### config.mk
export PLATFORM = sky130hd
export DESIGN_NAME = uart_tx_mmio
export DESIGN_NICKNAME = d
export VERILOG_FILES = /design/src/rtl/uart_tx_mmio_pkg.sv /design/src/rtl/uart_tx_mmio_tx_fifo.sv /design/src/rtl/uart_tx_mmio.sv
export SDC_FILE = /design/constraint.sdc
export NUM_CORES = 1
export LEC_CHECK = 0
export CAP_MARGIN = 20
export CORE_ASPECT_RATIO = 1.5
export CORE_MARGIN = 1.5
export CORE_UTILIZATION = 25
export CTS_CLUSTER_DIAMETER = 30
export CTS_CLUSTER_SIZE = 28
export DETAILED_ROUTE_END_ITERATION = 12
export SLEW_MARGIN = 10
export SYNTH_ARGS = -nofsm -noshare
export SYNTH_HDL_FRONTEND = slang
export SYNTH_SLANG_ARGS = --single-unit
### constraint.sdc
create_clock -name clk -period 3.2 [get_ports clk]
set_input_delay 0.32 -clock clk [delete_from_list [all_inputs] [get_ports clk]]
set_output_delay 0.32 -clock clk [all_outputs]
set_load 0.005 [all_outputs]
### src/rtl/uart_tx_mmio_pkg.sv
// Shared constants for the memory-mapped UART transmitter: window base,
// register offsets, STATUS/CTRL bit positions and transmit FSM encodings.
package uart_tx_mmio_pkg;

  localparam logic [31:0] UART_BASE_ADDR = 32'h1000_0000;

  // Register select on addr[3:2]
  localparam logic [1:0] REG_TXDATA = 2'd0;
  localparam logic [1:0] REG_STATUS = 2'd1;
  localparam logic [1:0] REG_CTRL   = 2'd2;
  localparam logic [1:0] REG_RSVD   = 2'd3;

  // STATUS bit positions
  localparam int STAT_BUSY    = 0;
  localparam int STAT_FULL    = 1;
  localparam int STAT_EMPTY   = 2;
  localparam int STAT_OVF     = 3;
  localparam int STAT_CNT_LSB = 8;

  // CTRL bit positions
  localparam int CTRL_EN  = 0;
  localparam int CTRL_ODD = 1;

  typedef enum logic [2:0] {
    ST_IDLE   = 3'd0,
    ST_START  = 3'd1,
    ST_DATA   = 3'd2,
    ST_PARITY = 3'd3,
    ST_STOP   = 3'd4
  } tx_state_e;

  // Assemble the STATUS word from its fields
  function automatic logic [31:0] pack_status(input logic busy, input logic full,
                                              input logic empty, input logic ovf,
                                              input logic [7:0] count);
    logic [31:0] w;
    w = '0;
    w[STAT_BUSY]  = busy;
    w[STAT_FULL]  = full;
    w[STAT_EMPTY] = empty;
    w[STAT_OVF]   = ovf;
    w[STAT_CNT_LSB +: 8] = count;
    return w;
  endfunction

endpackage

### src/rtl/uart_tx_mmio_tx_fifo.sv
// tx_fifo: synchronous FIFO with a registered head output (dout always holds
// the oldest entry while non-empty). Pop on empty is ignored; a push is
// accepted when full only if a pop happens on the same edge.
module tx_fifo #(
  parameter int WIDTH = 8,
  parameter int DEPTH = 8,
  localparam int AW = $clog2(DEPTH),
  localparam int CW = AW + 1
) (
  input  logic             clk,
  input  logic             rst,
  input  logic             push,
  input  logic             pop,
  input  logic [WIDTH-1:0] din,
  output logic [WIDTH-1:0] dout,
  output logic             full,
  output logic             empty,
  output logic [CW-1:0]    count
);

  logic [WIDTH-1:0] mem [DEPTH];
  logic [AW-1:0]    wr_ptr_q, wr_ptr_d;
  logic [AW-1:0]    rd_ptr_q, rd_ptr_d;
  logic [CW-1:0]    count_q, count_d;
  logic [WIDTH-1:0] dout_q, dout_d;
  logic             do_push, do_pop;

  assign full    = (count_q == CW'(DEPTH));
  assign empty   = (count_q == '0);
  assign do_pop  = pop & ~empty;
  assign do_push = push & (~full | do_pop);
  assign dout    = dout_q;
  assign count   = count_q;

  // Next pointers, occupancy and head register
  always_comb begin
    wr_ptr_d = wr_ptr_q;
    rd_ptr_d = rd_ptr_q;
    count_d  = count_q;
    dout_d   = dout_q;
    if (do_push) wr_ptr_d = wr_ptr_q + 1'b1;
    if (do_pop)  rd_ptr_d = rd_ptr_q + 1'b1;
    case ({do_push, do_pop})
      2'b10:   count_d = count_q + 1'b1;
      2'b01:   count_d = count_q - 1'b1;
      default: count_d = count_q;
    endcase
    // Head follows the incoming byte when it becomes the only entry,
    // otherwise the entry behind the one being popped.
    if (empty && do_push) begin
      dout_d = din;
    end else if (do_pop) begin
      if (count_q == CW'(1)) dout_d = din;
      else                   dout_d = mem[rd_ptr_d];
    end
  end

  // Storage array write port
  always_ff @(posedge clk) begin
    if (do_push) mem[wr_ptr_q] <= din;
  end

  // Pointer, count and head registers
  always_ff @(posedge clk or negedge rst) begin
    if (!rst) begin
      wr_ptr_q <= '0;
      rd_ptr_q <= '0;
      count_q  <= '0;
      dout_q   <= '0;
    end else begin
      wr_ptr_q <= wr_ptr_d;
      rd_ptr_q <= rd_ptr_d;
      count_q  <= count_d;
      dout_q   <= dout_d;
    end
  end

endmodule

### src/rtl/uart_tx_mmio.sv
// uart_tx_mmio: memory-mapped UART transmitter on the CPU data bus.
// Stores to TXDATA queue bytes in tx_fifo; the FSM serialises them as 8N1
// frames (8E1/8O1 when UART_TX_PARITY_EN is defined) at CLK_DIV clocks/bit.
module uart_tx_mmio
  import uart_tx_mmio_pkg::*;
#(
  parameter logic [31:0] BASE_ADDR  = UART_BASE_ADDR,
  parameter int          CLK_DIV    = 434,
  parameter int          FIFO_DEPTH = 8
) (
  input  logic        clk,
  input  logic        rst,
  input  logic        ce,
  input  logic        we,
  input  logic [31:0] addr,
  input  logic [31:0] wtData,
  output logic [31:0] rdData,
  output logic        txd
);

  localparam int          FCW       = $clog2(FIFO_DEPTH) + 1;
  localparam logic [15:0] BAUD_LAST = 16'(CLK_DIV - 1);

  // Bus decode
  logic       hit, wr_hit, rd_hit;
  logic [1:0] reg_sel;
  assign hit     = ce & (addr[31:4] == BASE_ADDR[31:4]);
  assign wr_hit  = hit & we;
  assign rd_hit  = hit & ~we;
  assign reg_sel = addr[3:2];

  logic unused_bus_bits;
  assign unused_bus_bits = ^{addr[1:0], wtData[31:8]};

  // FIFO
  logic           fifo_push, fifo_pop, fifo_full, fifo_empty;
  logic [7:0]     fifo_dout;
  logic [FCW-1:0] fifo_count;
  assign fifo_push = wr_hit & (reg_sel == REG_TXDATA);

  tx_fifo #(.WIDTH(8), .DEPTH(FIFO_DEPTH)) u_fifo (
    .clk   (clk),
    .rst   (rst),
    .push  (fifo_push),
    .pop   (fifo_pop),
    .din   (wtData[7:0]),
    .dout  (fifo_dout),
    .full  (fifo_full),
    .empty (fifo_empty),
    .count (fifo_count)
  );

  // Control / status registers
  logic enable_q, enable_d;
  logic overflow_q, overflow_d;
  logic odd_q, odd_d;

  // Enable and sticky overflow; a drop on the same edge as a clear wins
  always_comb begin
    enable_d   = enable_q;
    overflow_d = overflow_q;
    if (wr_hit && reg_sel == REG_CTRL) enable_d = wtData[CTRL_EN];
    if (wr_hit && reg_sel == REG_STATUS && wtData[STAT_OVF]) overflow_d = 1'b0;
    if (fifo_push && fifo_full && !fifo_pop) overflow_d = 1'b1;
  end

`ifdef UART_TX_PARITY_EN
  // Parity sense select
  always_comb begin
    odd_d = odd_q;
    if (wr_hit && reg_sel == REG_CTRL) odd_d = wtData[CTRL_ODD];
  end
`else
  assign odd_d = 1'b0;
`endif

  // Register update for CTRL and overflow
  always_ff @(posedge clk or negedge rst) begin
    if (!rst) begin
      enable_q   <= 1'b1;
      overflow_q <= 1'b0;
      odd_q      <= 1'b0;
    end else begin
      enable_q   <= enable_d;
      overflow_q <= overflow_d;
      odd_q      <= odd_d;
    end
  end

  // Transmit FSM state
  tx_state_e   state_q;
  logic [15:0] baud_q;
  logic [2:0]  bit_q;
  logic [7:0]  data_q;
  logic        txd_q;
  logic        baud_end;

  assign baud_end = (baud_q == BAUD_LAST);
  // Pop from IDLE, or chain straight into the next frame at the end of STOP
  assign fifo_pop = ~fifo_empty & enable_q &
                    ((state_q == ST_IDLE) | ((state_q == ST_STOP) & baud_end));

  // Frame sequencer with registered serial output
  always_ff @(posedge clk or negedge rst) begin
    if (!rst) begin
      state_q <= ST_IDLE;
      baud_q  <= '0;
      bit_q   <= '0;
      data_q  <= '0;
      txd_q   <= 1'b1;
    end else begin
      baud_q <= baud_q + 16'd1;
      case (state_q)
        ST_IDLE: begin
          baud_q <= '0;
          if (fifo_pop) begin
            state_q <= ST_START;
            data_q  <= fifo_dout;
            txd_q   <= 1'b0;
          end
        end
        ST_START: begin
          if (baud_end) begin
            baud_q  <= '0;
            bit_q   <= '0;
            state_q <= ST_DATA;
            txd_q   <= data_q[0];
          end
        end
        ST_DATA: begin
          if (baud_end) begin
            baud_q <= '0;
            if (bit_q == 3'd7) begin
`ifdef UART_TX_PARITY_EN
              state_q <= ST_PARITY;
              txd_q   <= (^data_q) ^ odd_q;
`else
              state_q <= ST_STOP;
              txd_q   <= 1'b1;
`endif
            end else begin
              bit_q <= bit_q + 3'd1;
              txd_q <= data_q[bit_q + 3'd1];
            end
          end
        end
        ST_PARITY: begin
          if (baud_end) begin
            baud_q  <= '0;
            state_q <= ST_STOP;
            txd_q   <= 1'b1;
          end
        end
        ST_STOP: begin
          if (baud_end) begin
            baud_q <= '0;
            if (fifo_pop) begin
              state_q <= ST_START;
              data_q  <= fifo_dout;
              txd_q   <= 1'b0;
            end else begin
              state_q <= ST_IDLE;
            end
          end
        end
        default: begin
          state_q <= ST_IDLE;
          baud_q  <= '0;
          txd_q   <= 1'b1;
        end
      endcase
    end
  end

  assign txd = txd_q;

  // Load data mux: only a read hit drives a non-zero value
  logic [31:0] status_word, ctrl_word;
  assign status_word = pack_status(state_q != ST_IDLE, fifo_full, fifo_empty,
                                   overflow_q, 8'(fifo_count));
  assign ctrl_word   = {30'b0, odd_q, enable_q};

  always_comb begin
    rdData = '0;
    if (rd_hit) begin
      case (reg_sel)
        REG_STATUS: rdData = status_word;
        REG_CTRL:   rdData = ctrl_word;
        default:    rdData = '0;
      endcase
    end
  end

endmodule

==> metrics.cfg <==
[detailed_routing]
drtIter0Drc = 167
wl_per_cell_microns = 14.85
antenna_left = 0
met3WireLength_microns = 371
met2_length_mm = 7.668
wl_met1_mm = 5.124
vias = 4119
dr.pass1.iters = 4
post-route-drc-count = 0
highest-signal-layer = met4
drt_wl_total_mm = 13.53
post_drt_via_cell_ratio = 4.521

[cells_and_area]
finalNonFillerCells = 911
num_antenna_cells = 0
drive_gt1_share_pct = 13.34
fin_util_pct = 31.84
nNetsFinal = 660
layout-area-overhead-vs-synth_pct = 25.68

[clock_network]
cts_buffers = 17
root_buffer = clkbuf_16
cts_tree = yes
worstSkewPairLatency_ns = 0.42
clk_pin_slew_ns = 0.06
postCtsSetupRepairBufs = 0
clock_sinks = 115
clk_path_buf_depth = 2
htree_levels = 4

[floorplan]
rows = 69
die_h_microns = 192.6
start_util_pct = 25.34
coreArea_sq_um = 23660
die_w_microns = 129.4
die_area_sq_um = 24930
ios = 101

[placed_design]
post-dp-hpwl_mm = 9.692
dp_cells = 878
gp_congestion = 0.7745
portBuffers = 50

[synth]
async_flop_share_pct = 44.35
synth_most_common_cell = edfxtp_1
synth_cell_types = 56
synth_area_leaders = edfxtp_1 (32%), dfrtp_1 (20%), mux2i_1 (9.0%), nand2_1 (3.5%), buf_4 (3.1%)
ys_warn_count = 0
netlist_top_cells_count = edfxtp_1 (64), nand2_1 (56), mux2i_1 (54), dfrtp_1 (49), nor2_1 (35)
synth_top_area_share_pct = 32.07
synthesis.area_sq_um = 5993
ys.flop_type = edfxtp_1
synth_area_per_cell_sq_um = 11.99
postSynthCellCount = 500
ys_seq_area_share_pct = 53.40
ys_seq_elements = 115
yosysTopAreaCell = edfxtp_1
synth_edf_count = 64

[worst_setup_path]
path_max_fanout = 13
path_class = reg2reg
start_kind = flop
endpoint_kind = flop
startpoint = baud_q[1]
critPathRequiredTime_ns = 3.53
arrival_ns = 3.29
rr_startpoint = baud_q[1]

[timing]
setup_viol = 0
fin_crit_sh_pct = 92.60
tns_ns = 0
hold_viol = 0
clock.fmax_mhz = 337.5
finalMaxSlewViolations = 0
relSlewSlack_pct = 51.59
min_period_ns = 2.963
finalClockSkew_ns = 0.005434
rsz0062_at_grt = no
holdWs_ns = 0.4234
worst_slew_pin_slew_ns = 0.7213

[outcome]
outcome = finished, final reports clean

[power_and_ir_drop]
p_leak_nw = 2.833
p_switching_w = 0.0007482
pwr-share-clk_pct = 52.7
p_int_w = 0.002770
power_density_nw_per_um2 = 467.1
pwr-share-seq_pct = 44.6
peakVddDrop_mv = 0.3656
switching_share_pct = 21.27
p_comb_share_pct = 2.7

[job]
maxCapViolCount = 0

[global_route]
grt_pass1_vias = 4209
grt_max_degree = 32
grt_util_all_layers_pct = 11.57
overflow = 0
grt_pass1_wl_mm = 21.29
antenna_found_initial = 0

[hold_path]
hold_class = in2async

[placed cells by master (no fill, tap or decap), types with 14 or more instances in the layout]
cell             count
nand2_1             56
inv_1               14
clkdlybuf4s50_1     49
nand3_1             14
mux2i_1             54
nor2_1              35
edfxtp_1            64
buf_4               25
conb_1              24
clkbuf_16           17
dfrtp_1             49
[state kept, by name, indices dropped and copies added (netlist names)]
name / flops
u_fifo.rd_ptr_q: 3
u_fifo.dout: 8
u_fifo.wr_ptr_q: 3
u_fifo.mem: 64
enable_q: 1
u_fifo.count: 4
data_q: 8
baud_q: 16
bit_q: 3
overflow_q: 1
state_q: 3
txd: 1
[through the flow]
step           total power (W)  worst slack, ns  instance area [sq um]
6_report              0.003519           0.2369                   7532
5_1_grt               0.003643         0.002422                   7532
4_1_cts               0.003556           0.1782                   7528
3_5_place_dp          0.001692           0.2044                   6934
3_3_place_gp          0.001690           0.2261                   6929
2_1_floorplan         0.001633           0.2946                   6080
[area by class of cell]
class | count | area [sq um]
fill | 2424 | 16120
timing repair buffer | 79 | 738.2
sequential | 115 | 3201
multi-input combinational | 351 | 2549
clock inverter | 14 | 155.1
tap | 319 | 399.1
inverter | 15 | 61.31
clock buffer | 18 | 429.2
[critical path, cell delays in order, from the launching register on]
cell and delay, ns:
dfrtp_1 0.41, inv_1 0.07, ha_1 0.12, nor4bb_1 0.41, and4_1 0.44, o21ai_4 0.16, inv_6 0.12, buf_12 0.14
mux4_1 0.57, a22o_1 0.22, o31ai_1 0.22
[cell families after synthesis]
| logic type | count (synthesis) | share of synthesized area [%] |
|---|---|---|
| other | 1 | 0.06257 |
| and+or+nand+nor | 159 | 13.07 |
| adders and majority gates | 13 | 2.714 |
| muxes | 66 | 13.22 |
| DFF | 115 | 53.40 |
| AOI/OAI and AO/OA | 66 | 8.602 |
| xor gates and xnor gates | 23 | 3.361 |
| buffers and inverters | 57 | 5.574 |
[layer usage]
metal | vias to the layer above | GRT usage [%]
met2 | 80 | 22.16
li1 | 1975 | -
met1 | 2039 | 11.08
met4 | 0 | 5.769
met3 | 25 | 3.271
met5 | - | 0
[final timing paths]
kind                              endpoint  slack [ns]  cells past startpoint
min in group clk                 data_q[6]        0.47                      2
max                         u_fifo.dout[3]        0.24                     10
min                        u_fifo.count[1]        0.42                      2
min reg2reg                      data_q[6]        0.47                      2
max reg2reg                 u_fifo.dout[3]        0.24                     10
max in group asynchronous        data_q[6]        1.98                      3
[power groups by stage]
stage	clock (W)	combinational [W]	sequential, W
after floorplan	0	0.0000349	0.00160
after global placement	0	0.0000931	0.00160
after detailed placement	0	0.0000943	0.00160
after CTS	0.00189	0.0000961	0.00157
after global routing	0.00197	0.000106	0.00157
final	0.00186	0.0000940	0.00157
[repair_timing]
item / CTS / global route
endpoints found under the setup margin: 0 / 3
gates resized for setup: 0 / 1
hold endpoints to repair: 18 / 0
hold buffers: 1 / 0
Note: power is estimated with default switching activity, not from simulation.
